--- src/rtl/sar_search.sv ---
// Successive-approximation search over the W-bit signed range.
// The block proposes a probe value (guess), an external responder compares it
// against a hidden target and answers eq/gt/lt, and the search interval
// [lo, hi] is halved on every answer until it hits the target or empties.
//
// Ports:
//   clk, rst_n         clock, asynchronous active-low reset
//   start, abort       begin a search (sampled in idle only) / synchronous cancel
//   guess, guess_vld   probe value and its valid flag (high only while waiting)
//   resp_vld, eq/gt/lt responder answer; exactly one flag must be set
//   busy, done         not-idle indicator / one-cycle end-of-search pulse
//   found, err         outcome flags, held until the next accepted start
//   result, probes     matching value or last probe / number of accepted answers
module sar_search #(
  parameter int unsigned W = 8
) (
  input  logic                clk,
  input  logic                rst_n,
  input  logic                start,
  input  logic                abort,
  output logic signed [W-1:0] guess,
  output logic                guess_vld,
  input  logic                resp_vld,
  input  logic                eq,
  input  logic                gt,
  input  logic                lt,
  output logic                busy,
  output logic                done,
  output logic                found,
  output logic                err,
  output logic signed [W-1:0] result,
  output logic [3:0]          probes
);

  typedef enum logic [1:0] {StIdle, StCalc, StWait, StDone} state_e;

  // Bounds carry one extra bit so hi = min-1 and lo = max+1 are representable.
  localparam logic signed [W:0] LoInit = {2'b11, {(W-1){1'b0}}};
  localparam logic signed [W:0] HiInit = {2'b00, {(W-1){1'b1}}};
  localparam logic signed [W:0] One    = {{W{1'b0}}, 1'b1};

  state_e              state_q, state_d;
  logic signed [W:0]   lo_q, lo_d, hi_q, hi_d;
  logic signed [W-1:0] guess_q, guess_d, result_q, result_d;
  logic [3:0]          probes_q, probes_d;
  logic                found_q, found_d, err_q, err_d;
  logic                busy_q, busy_d, done_q, done_d, guess_vld_q, guess_vld_d;
  logic signed [W:0]   guess_ext;

  assign guess_ext = {guess_q[W-1], guess_q};

  always_comb begin
    state_d  = state_q;
    lo_d     = lo_q;
    hi_d     = hi_q;
    guess_d  = guess_q;
    result_d = result_q;
    probes_d = probes_q;
    found_d  = found_q;
    err_d    = err_q;

    if (abort && state_q != StIdle) begin
      // Cancel keeps the outcome registers as they are.
      state_d = StIdle;
    end else begin
      case (state_q)
        StIdle: begin
          if (start) begin
            lo_d     = LoInit;
            hi_d     = HiInit;
            probes_d = 4'd0;
            found_d  = 1'b0;
            err_d    = 1'b0;
            result_d = '0;
            state_d  = StCalc;
          end
        end
        StCalc: begin
          if (lo_q > hi_q) begin
            found_d = 1'b0;
            err_d   = 1'b0;
            state_d = StDone;
          end else begin
            // Sum of two in-range bounds always fits in W+1 bits.
            guess_d = W'((lo_q + hi_q) >>> 1);
            state_d = StWait;
          end
        end
        StWait: begin
          if (resp_vld) begin
            probes_d = (probes_q == 4'hf) ? probes_q : probes_q + 4'd1;
            result_d = guess_q;
            case ({eq, gt, lt})
              3'b100: begin
                found_d = 1'b1;
                state_d = StDone;
              end
              3'b010: begin
                hi_d    = guess_ext - One;
                state_d = StCalc;
              end
              3'b001: begin
                lo_d    = guess_ext + One;
                state_d = StCalc;
              end
              default: begin
                err_d   = 1'b1;
                found_d = 1'b0;
                state_d = StDone;
              end
            endcase
          end
        end
        StDone: begin
          state_d = StIdle;
        end
        default: begin
          state_d = StIdle;
        end
      endcase
    end

    // Status outputs are registered from the next state.
    busy_d      = (state_d != StIdle);
    guess_vld_d = (state_d == StWait);
    done_d      = (state_d == StDone);
  end

  always_ff @(posedge clk or negedge rst_n) begin
    if (!rst_n) begin
      state_q     <= StIdle;
      lo_q        <= '0;
      hi_q        <= '0;
      guess_q     <= '0;
      result_q    <= '0;
      probes_q    <= 4'd0;
      found_q     <= 1'b0;
      err_q       <= 1'b0;
      busy_q      <= 1'b0;
      done_q      <= 1'b0;
      guess_vld_q <= 1'b0;
    end else begin
      state_q     <= state_d;
      lo_q        <= lo_d;
      hi_q        <= hi_d;
      guess_q     <= guess_d;
      result_q    <= result_d;
      probes_q    <= probes_d;
      found_q     <= found_d;
      err_q       <= err_d;
      busy_q      <= busy_d;
      done_q      <= done_d;
      guess_vld_q <= guess_vld_d;
    end
  end

  assign guess     = guess_q;
  assign guess_vld = guess_vld_q;
  assign busy      = busy_q;
  assign done      = done_q;
  assign found     = found_q;
  assign err       = err_q;
  assign result    = result_q;
  assign probes    = probes_q;

endmodule
--- config.mk ---
export PLATFORM = sky130hd
export DESIGN_NAME = sar_search
export DESIGN_NICKNAME = d
export VERILOG_FILES = /design/src/rtl/sar_search.sv
export SDC_FILE = /design/constraint.sdc
export NUM_CORES = 1
export LEC_CHECK = 0
export ABC_CLOCK_PERIOD_IN_PS = 3700
export CORE_AREA = 2 2 86 88
export CTS_CLUSTER_SIZE = 14
export DETAILED_ROUTE_END_ITERATION = 8
export DIE_AREA = 0 0 88 90
export SYNTH_ARGS = -nofsm -noshare
export SYNTH_HDL_FRONTEND = slang
export SYNTH_SLANG_ARGS = --single-unit
--- constraint.sdc ---
create_clock -name clk -period 3.7 [get_ports clk]
set_input_delay 0.37 -clock clk [delete_from_list [all_inputs] [get_ports clk]]
set_output_delay 0.37 -clock clk [all_outputs]
set_load 0.01 [all_outputs]
* Yosys cells after proc, flatten, opt, wreduce, memory -nomap -nowiden
Cells that the tools add are included.
** Storage, ports and cells
- Bits in registers :: 45
- Bits of input ports :: 8
- Output and inout bits :: 25
- Logic and storage cells :: 79
** Cells by class
- Add/sub/neg operators :: 4
- Magnitude comparators :: 1
- Eq/ne operators :: 17
- Mux-type cells :: 29
- Bitwise logic cells :: 2
- Reduce and logical (&&, ||, !) cells :: 15
** Operator list (count)
- 9-bit two-way mux :: 6
- 9-bit case mux with 2 select lines :: 2
- 8-bit two-way mux :: 2
- 2-bit inequality test, second input constant :: 8
- 8-bit case mux with 2 select lines :: 1
- 5-bit AND reduction :: 3
- 4-bit two-way mux :: 3
- 6-bit AND reduction :: 2
- 8-bit by 2-bit adder with 9-bit output, second input constant :: 1
- 9-bit adder :: 1
- 9-bit > comparator :: 1
- 8-bit by 2-bit subtractor with 9-bit output, second input constant :: 1
- 2-bit equality test, second input constant :: 4
- 2-bit two-way mux :: 4
- 2-bit case mux with 4 select lines :: 1
- 4-bit case mux with 2 select lines :: 1
- 1-bit two-way mux :: 6
- 1-bit case mux with 3 select lines :: 2
- 2-bit nonzero test :: 3
- 4-bit by 1-bit adder with 4-bit output, second input constant :: 1
- 4-bit equality test, second input constant :: 1
- 4-bit AND reduction :: 1
- 3-bit by 1-bit equality test with 1-bit output, second input constant :: 1
- 3-bit by 2-bit equality test with 1-bit output, second input constant :: 1
- 10 further kinds :: 11

* Longest topological paths before layout
Gate-level depths: netlist (run 1).
- Depth after elaboration :: 7
- Gate-level depth with buffers :: 10
- Depth with buffers taken out :: 9

* Least setup slack after synthesis (run 1)
OpenSTA, ideal clock, no wires.
- Kind :: flip-flop to flip-flop
- Start point :: reg lo_q[2]
- End point :: reg done_q (netlist: done)
- Setup time :: 0.127 ns
- Arrival time :: 1.843 ns
- Data required time :: 3.573 ns
- Path slack :: 1.729 ns
- Cell stages (with the launch flop) :: 8
- Path buffers :: 0
- Period minus slack after synthesis :: 1.971 ns
- Path through :: dfrtp_1 -> ha_1 -> a211oi_2 -> o221ai_2 -> a41oi_2 -> o22ai_2 -> a221oi_1 -> nor2b_1
** Between the ends
- Cells in the longest elaborated chain, start to end :: 5
** Ends and longest elaborated chain
- start: declaration :: line 43 : logic signed [W:0] lo_q, lo_d, hi_q, hi_d;
- start signal: assignment :: line 144 : lo_q <= lo_d;
- 9-bit > comparator :: line 79 : if (lo_q > hi_q) begin
- 1-bit two-way mux :: line 79
- 2-bit case mux with 4 select lines :: line 66 : case (state_q)
- 2-bit two-way mux :: line 62 : if (abort && state_q != StIdle) begin
- 2-bit equality test :: line 126 : done_d = (state_d == StDone);
- net done_d :: line 47 : logic busy_q, busy_d, done_q, done_d, guess_vld_q, guess_vld_d;
- end signal: assignment :: line 152 : done_q <= done_d;
- end: declaration :: line 47
The timed path passes the listed nets, and every way through them passes these cells.
A chain may end at the register's enable or synchronous reset.

* Worst setup path after layout (run 1)
- Start point :: reg lo_q[4]
- End point :: reg guess_q[1] (netlist: guess[1])
** Between the ends
- Cells in the longest elaborated chain, start to end :: 3
** Ends and longest elaborated chain
- 9-bit > comparator :: line 79
- 1-bit inverter (no line)
- 3-bit AND reduction (no line)
- end signal: assignment :: line 146 : guess_q <= guess_d;
- end: declaration :: line 44 : logic signed [W-1:0] guess_q, guess_d, result_q, result_d;
Every way passes these cells.

==> results of run 1 <==
## path summary, 6_finish.rpt
kind,end,startpoint,slack [ns],depth (start not counted)
max,guess[1],lo_q[4],1.16,7
min,err,rst_n,0.22,1
max reg2reg,guess[1],lo_q[4],1.16,7
min reg2reg,hi_q[8],hi_q[8],0.49,2
max in group asynchronous,guess[7],rst_n,2.85,1
min in group clk,hi_q[8],hi_q[8],0.49,2
## cell usage after synthesis (all sizes together) (2+ instances only)
| cell | count | area share [%] |
|---|---|---|
| o221ai | 2 | 1.1 |
| a21o | 2 | 0.55 |
| xnor2 | 11 | 3.5 |
| nand4 | 3 | 0.68 |
| nor2b | 6 | 1.4 |
| nor3 | 7 | 1.3 |
| nor3b | 5 | 1.8 |
| nand2b | 2 | 0.45 |
| nor2 | 25 | 3.7 |
| xor2 | 8 | 2.5 |
| o21ai | 31 | 5.6 |
| nand2 | 46 | 6.3 |
| clkbuf | 3 | 0.41 |
| nand3 | 6 | 1.1 |
| buf | 11 | 2.6 |
| ha | 20 | 9.1 |
| inv | 19 | 2.6 |
| a41oi | 2 | 1.6 |
| a211oi | 2 | 0.73 |
| nor4b | 2 | 0.64 |
| dfrtp | 45 | 41 |
| a21oi | 15 | 2.9 |
| o22ai | 3 | 1.4 |
| o21bai | 4 | 1.1 |
## final cells by class
class | count | area (µm²)
Clock inverter | 1 | 7.51
Sequential cell | 45 | 1130
Inverter | 19 | 71.3
Multi-Input combinational cell | 219 | 1470
Fill cell | 652 | 3820
Tap cell | 99 | 124
Timing Repair Buffer | 32 | 315
Clock buffer | 6 | 82.6
## flip-flops by register name (all words and copies together), names as in the netlist
signal     flops
probes         4
guess          8
found          1
hi_q           9
guess_vld      1
lo_q           9
state_q        2
err            1
busy           1
done           1
result         8
## critical path, stage by stage (launching register included)
cell and delay (ns):
dfrtp_1 0.43, ha_1 0.46, nand4_1 0.23, o221ai_2 0.25, a41oi_2 0.20, o221ai_2 0.58, nor2_1 0.13, a21oi_1 0.16
## kinds of logic (layout without fill, tap and decap cells)
| family | count (synthesis) | in the layout |
|---|---|---|
| AOI/OAI and AO/OA | 71 | 71 |
| xor gates and xnor gates | 19 | 19 |
| adders and majority gates | 21 | 21 |
| buffers and inverters | 33 | 58 |
| DFF | 45 | 45 |
| muxes | 1 | 1 |
| and+or+nand+nor | 107 | 107 |
## metrics by stage
| step | setup WS (ns) | total power (µW) | util [%] |
|---|---|---|---|
| after floorplan | 1.73 | 1860 | - |
| after global placement | 1.23 | 2250 | 44.3 |
| after detailed placement | 1.15 | 2260 | 44.3 |
| after CTS | 1.16 | 2590 | 45.6 |
| after global routing | 1.01 | 2790 | 45.6 |
| final | 1.16 | 2570 | 45.6 |
## metal layers
layer  vias to the layer above  routed length (µm)  track usage (%)
met5                         -                   0                0
met4                         0                  74             4.49
met3                         8                 269             4.13
met2                        43                2770             26.7
met1                       992                2850             22.2
li1                       1068                   -                -
## power breakdown
part	internal (µW)	leakage [µW]	switching, µW
combinational	627	0.000731	725
clock	148	0.0000433	173
sequential	662	0.000561	234
==> impl_metrics.yaml, run 1 <==
synth:
  synth_compound_area_share_pct: 18.4
  async_reset_ff_share_pct: 100
  synth_xor_area_share_pct: 6.05
  synth_seq_area_share_pct: 40.9
  ys_ff_latch: 45
  synth_top_family_by_area: "simple AND/OR/NAND/NOR gates"
  synthMuxAreaShare_pct: 0.364
  synth_fa_ha_area_share_pct: 9.82
  synth-main-ff-cell: "dfrtp_1"
  ys_warn_count: 0
  ys_types: 51
  synth_area_per_cell_um2: 9.27
  synth-simple-area-share_pct: 18.8
  synth_fp_nets: 326
  synth_area_mm2: 0.00275
  syn_inst: 297
  synth_enable_flop_cells: 0
die:
  start_util_pct: 39.2
  ioPinCount: 33
  fp.dieArea_mm2: 0.00792
  fp-row-count: 31
  die_y_um: 90
  die_w_um: 88
  core_area_mm2: 0.00702
placed_design:
  io_buffers: 32
  placed_area_mm2: 0.00311
  gp_congestion: 0.815
  dp.cells: 414
  hpwl_um: 4480
cells_and_area:
  final_cells: 421
  antenna_cells: 0
  design_area_mm2: 0.00320
  final_cell_mix: "nand2_1 (46), dfrtp_1 (45), clkdlybuf4s50_1 (31), o21ai_0 (26), nor2_1 (24)"
  layout_commonest_cell: "nand2_1"
  final_net_count: 351
  area_delta_synth_final_pct: 16.2
  drive_above_1_share_pct: 6.21
global_route:
  grt_pass1_wl_um: 10400
  overflow: 0
  grt_pass1_vias: 2124
  grt_usage_pct: 16.6
  grt_max_degree: 46
  grt_antenna_before_repair: 0
pwr:
  power.density_mw_per_mm2: 803
  power.leakage_uw: 0.00134
  vdd_drop_max_mv: 0.278
clock_network:
  cts_root_buffer: "clkbuf_8"
  clock_latency_ns: 0.30
  postCtsHoldBufs: 0
  numCtsBuffers: 5
  path_clk_slew_ns: 0.09
  cts_sinks: 45
  clockBufferDepth: 2
  cts_tree: "yes"
  post_cts_resized: 0
  ctsHtreeMaxLevel: 2
  postCtsSetupRepairBufs: 0
setup_path:
  worstPathArrival_ns: 2.76
  critPathCaptureType: "register"
  worstSetupPathType: "register to register"
  crit_path_start_kind: "register"
  worstPathRequired_ns: 3.92
  cp_max_fo: 14
sta:
  fin_setup_tns_ns: 0
  fin_crit_sh_pct: 68.5
  max_slew_margin_pct: 33.6
  rsz0062_at_grt: "no"
  setup_viol: 0
  whs_ns: 0.223
  clock_skew_ns: 0.0101
  fmax_mhz: 394
  period_minus_slack_ns: 2.54
  tightest_slew_ns: 0.997
  hold_viol: 0
  slew_viol_final: 0
drt:
  wire_per_inst_um: 14.2
  drc_errors: 0
  vias: 2111
  drt_iter0_markers: 82
  viasPerCell: 5.01
  detail-route-antenna-nets: 0
  drt_first_pass_iters: 4
  wirelength_um: 5970
status:
  status: "finished clean"
min_path:
  holdCritPathClass: "input pin to async pin"
run:
  maxCapViolCount: 0
Power figures use the tool's default switching activity.
==> run 2: changes to the inputs <==
- ABC_CLOCK_PERIOD_IN_PS: 3700 -> 2500
- clock period: 3.7 -> 2.5 ns (I/O delays scaled with it)
==> run 2 against run 1 <==
  * Register-to-register slack got worse by 0.98 ns
  * First-iteration DRC count fell by 26%
  * Design area rose by 1.9%
  * Critical path depth rose by 1
  * Largest power group unchanged
  * Highest routed layer unchanged
==> impl_metrics.yaml, run 2 (synthesized netlist as in run 1, its figures left out) <==
status:
  status: "finished clean"
cells_and_area:
  antenna_cells: 0
  layout_commonest_cell: "nand2_1"
  final_cell_mix: "nand2_1 (46), dfrtp_1 (45), clkdlybuf4s50_1 (31), o21ai_0 (26), nor2_1 (24)"
  fillers: 680
  reg_top3: "hi_q x9, lo_q x9"
  final_net_count: 358
  final_util_pct: 46.4
  drive_above_1_share_pct: 7.58
  final_cells: 429
  area_delta_synth_final_pct: 18.4
die:
  core_area_mm2: 0.00702
  die_y_um: 90
  fp-row-count: 31
  ioPinCount: 33
  start_util_pct: 39.2
  die_w_um: 88
  fp.dieArea_mm2: 0.00792
clock_network:
  clock_latency_ns: 0.30
  path_clk_slew_ns: 0.09
  cts_root_buffer: "clkbuf_8"
  cts_tree: "yes"
  clockBufferDepth: 2
  postCtsSetupRepairBufs: 0
  numCtsBuffers: 5
  cts_sinks: 45
  ctsHtreeMaxLevel: 2
sta:
  hold_viol: 0
  clock_skew_ns: 0.0172
  setup_viol: 0
  whs_ns: 0.443
  max_slew_margin_pct: 63.0
  tightest_slew_ns: 0.548
  fin_crit_sh_pct: 92.7
  slew_viol_final: 0
  fmax_mhz: 431
  period_minus_slack_ns: 2.32
setup_path:
  worstPathRequired_ns: 2.72
  worstPathArrival_ns: 2.54
  worstSetupPathType: "register to register"
  cp_max_fo: 14
  crit_path_start_kind: "register"
  critPathCaptureType: "register"
drt:
  vias: 2149
  wire_per_inst_um: 14.9
  wirelength_um: 6390
  drt_iter0_markers: 61
  drc_errors: 0
  viasPerCell: 5.01
  detail-route-antenna-nets: 0
  drt_first_pass_iters: 5
pwr:
  total_power_uw: 3860
  power.leakage_uw: 0.00137
  power.density_mw_per_mm2: 1180
  vdd_drop_max_mv: 0.461
placed_design:
  gp_congestion: 0.829
  dp.cells: 420
  hpwl_um: 4780
  io_buffers: 32
global_route:
  grt_antenna_before_repair: 0
  grt_usage_pct: 17.6
  overflow: 0
  grt_pass1_vias: 2218
  grt_pass1_wl_um: 11000
  grt_max_degree: 26
run:
  maxCapViolCount: 0
min_path:
  holdCritPathClass: "input pin to async pin"
-- run 2: cell types whose count changed in the layout (fill, tap and decap cells not counted), sizes merged --
cell         previous run  this run
dlygate4sd3             0         1
clkbuf                  6         7
buf                     1         7
-- run 2: worst max-delay path, cell delays in order (launching register included) --
cell and delay, ns:
dfrtp_1 0.37, inv_1 0.07, ha_1 0.42, nand4_1 0.23, o221ai_2 0.28, a41oi_2 0.23
o221ai_4 0.42, nor2_1 0.10, a21oi_1 0.14
-- run 2: what timing repair did --
item	in CTS	in global routing
endpoints found under the hold margin	20	0
gates resized for setup	0	1
hold buffers	1	0
endpoints found under the setup margin	0	7
-- run 2: area by class of cell --
type	instances	area, µm²	share of cell area (%)
multi-input combinational	219	1480	45.5
sequential	45	1130	34.6
timing repair buffer	39	370	11.4
tap	99	124	3.80
clock buffer	7	76.3	2.34
inverter	19	71.3	2.19
clock inverter	1	7.51	0.230
-- run 2: worst paths after layout --
check	depth (start not counted)	slack, ns	to	from
min reg2reg	2	0.49	hi_q[8]	hi_q[8]
max in group asynchronous	3	1.31	guess[6]	rst_n
max	8	0.18	guess[1]	hi_q[2]
min in group clk	2	0.49	hi_q[8]	hi_q[8]
min	2	0.44	state_q[1]	rst_n
max reg2reg	8	0.18	guess[1]	hi_q[2]
-- run 2: per-layer routing --
| layer | routed length, µm | up-vias | global-route usage, % |
|---|---|---|---|
| met1 | 3020 | 1033 | 24.1 |
| met5 | 0 | - | 0 |
| met3 | 187 | 4 | 3.67 |
| met2 | 3120 | 37 | 28.4 |
| li1 | - | 1075 | - |
| met4 | 65 | 0 | 4.23 |
-- run 2: stage by stage --
step / setup slack, ns / cell area, µm² / setup TNS [ns]
global placement: 0.0274 / 3150 / 0
detailed placement: 0.0372 / 3150 / 0
global route: -0.00114 / 3260 / -0.00114
floorplan: 0.529 / 2750 / 0
finish: 0.182 / 3260 / 0
CTS: 0.00346 / 3250 / 0
-- run 2: power breakdown --
part	internal [µW]	switching [µW]	total, µW
Clock	198	252	450
Sequential	980	332	1310
Combinational	970	1130	2100
==> run 3: changes to the inputs <==
- ABC_CLOCK_PERIOD_IN_PS: 2500 -> 2750
- CORE_AREA: 2 2 86 88 -> 2 2 74 76
- DIE_AREA: 0 0 88 90 -> 0 0 76 78
- PLACE_DENSITY: not set -> 0.77
- clock period: 2.5 -> 2.75 ns (I/O delays scaled with it)
==> run 3 against run 2 <==
  * Maximum frequency is 6.1% lower
  * Design area down 2.3%
  * Via count decreased by 0.74%
  * Die area decreased by 25%
  * Register-to-register slack gained 0.099 ns
  * Non-clock buffer count down 5
  * Wire length decreased by 4.6%
  * Setup slack better by 0.099 ns
  * First-iteration DRC count is 46% higher
  * Critical endpoint is now guess[4]
==> impl_metrics.yaml, run 3 (synthesized netlist as in run 1, its figures left out) <==
status:
  status: "finished clean"
sta:
  setup_viol: 0
  finalWorstSetupSlack_ns: 0.281
  max_slew_margin_pct: 34.7
  clock_skew_ns: 0.00568
  period_minus_slack_ns: 2.47
  fmax_mhz: 405
  slew_viol_final: 0
  fin_setup_tns_ns: 0
  fin_crit_sh_pct: 89.8
  tightest_slew_ns: 0.980
  hold_viol: 0
  rsz0062_at_grt: "no"
clock_network:
  cts_tree: "yes"
  clock_latency_ns: 0.30
  clockBufferDepth: 2
  path_clk_slew_ns: 0.09
  postCtsHoldBufs: 0
  numCtsBuffers: 5
  cts_root_buffer: "clkbuf_8"
  cts_sinks: 45
  post_cts_resized: 0
  ctsHtreeMaxLevel: 2
  postCtsSetupRepairBufs: 0
drt:
  detail-route-antenna-nets: 0
  wire_per_inst_um: 15.4
  wirelength_um: 6100
  vias: 2133
  drc_errors: 0
  viasPerCell: 5.40
  drt_first_pass_iters: 4
  drt_iter0_markers: 89
setup_path:
  worstPathArrival_ns: 2.63
  critical-path-top-delay-family: "compound AO/OA/AOI/OAI gates"
  worstPathBufferInverterCount: 0
  cpMaxStageDelayCell: "o221ai_2"
  worstPathRequired_ns: 2.91
  slowest_delay_ns: 0.55
  crit_chain: "ha_1, nand4_1, o221ai_2, a41oi_2, o221ai_2, o21ai_0"
  worstSetupPathType: "register to register"
  cp_max_fo: 14
  cp_common_cell: "o221ai_2"
  crit_path_start_kind: "register"
  critPathCaptureType: "register"
min_path:
  holdCritPathClass: "input pin to async pin"
cells_and_area:
  regArea_mm2: 0.00113
  layout_commonest_cell: "nand2_1"
  fillers: 424
  final_cell_mix: "nand2_1 (46), dfrtp_1 (45), clkdlybuf4s50_1 (31), o21ai_0 (26), nor2_1 (24)"
  antenna_cells: 0
  multiInputGateArea_mm2: 0.00147
  design_area_mm2: 0.00318
  final_util_pct: 63.1
  drive_above_1_share_pct: 7.08
  area_delta_synth_final_pct: 15.6
  reg_top3: "hi_q x9, lo_q x9"
  final_net_count: 353
placed_design:
  gp_congestion: 0.833
  hpwl_um: 4470
  io_buffers: 32
  placed_area_mm2: 0.00309
  dp_slack_ns: 0.331
global_route:
  overflow: 0
  grt_pass1_wl_um: 10300
  grt_antenna_before_repair: 0
  grt_pass1_vias: 2077
  grt_max_degree: 46
  grt_usage_pct: 22.0
die:
  fp.dieArea_mm2: 0.00593
  die_y_um: 78
  core_area_mm2: 0.00504
  start_util_pct: 54.6
  die_w_um: 76
  fp-row-count: 26
  ioPinCount: 33
pwr:
  p_int_uw: 1950
  power.density_mw_per_mm2: 1120
  p_seq_share_pct: 33.5
  clkPwrFrac_pct: 12.5
  switchingPower_uw: 1610
  netSwitchingFraction_pct: 45.1
  power_frac_comb_pct: 54.0
  power.leakage_uw: 0.00135
  vdd_drop_max_mv: 0.510
  total_power_uw: 3560
run:
  maxCapViolCount: 0
[run 3: area by class of cell]
class                   instances  share of cell area, %
clock inverters                 2                  0.432
clock buffers                   6                   2.59
multi-input cells             219                   46.2
repair buffers                 34                   10.4
flip-flops and latches         45                   35.4
well taps                      70                   2.75
inverters                      19                   2.24
[run 3: stage by stage]
stage,std cells,hold slack (ns)
floorplan,297,-0.0206
global placement,387,0.470
finish,395,0.120
global route,395,0.210
CTS,395,0.163
detailed placement,387,0.471
[run 3: path summary, 6_finish.rpt]
check	from	to	slack (ns)	depth (start not counted)
max reg2reg	lo_q[4]	guess[4]	0.28	6
min	rst_n	result[2]	0.12	1
min reg2reg	hi_q[8]	hi_q[8]	0.49	2
max in group asynchronous	rst_n	state_q[0]	2.02	1
min in group clk	hi_q[8]	hi_q[8]	0.49	2
max	lo_q[4]	guess[4]	0.28	6
[run 3: metal layers]
metal | vias to the layer above | part of all wire (%) | global-route usage (%)
li1 | 1065 | - | -
met1 | 1020 | 51 | 31.4
met2 | 38 | 44 | 34.2
met3 | 10 | 3.1 | 3.72
met4 | 0 | 1.8 | 7.27
met5 | - | 0 | 0
[run 3: power by group through the flow]
| stage | logic, µW | registers [µW] | clock network (µW) |
|---|---|---|---|
| after floorplan | 1390 | 1110 | 0 |
| after global placement | 1860 | 1190 | 0 |
| after detailed placement | 1890 | 1200 | 0 |
| after CTS | 1920 | 1190 | 445 |
| after global routing | 2120 | 1230 | 479 |
| final | 1920 | 1190 | 445 |
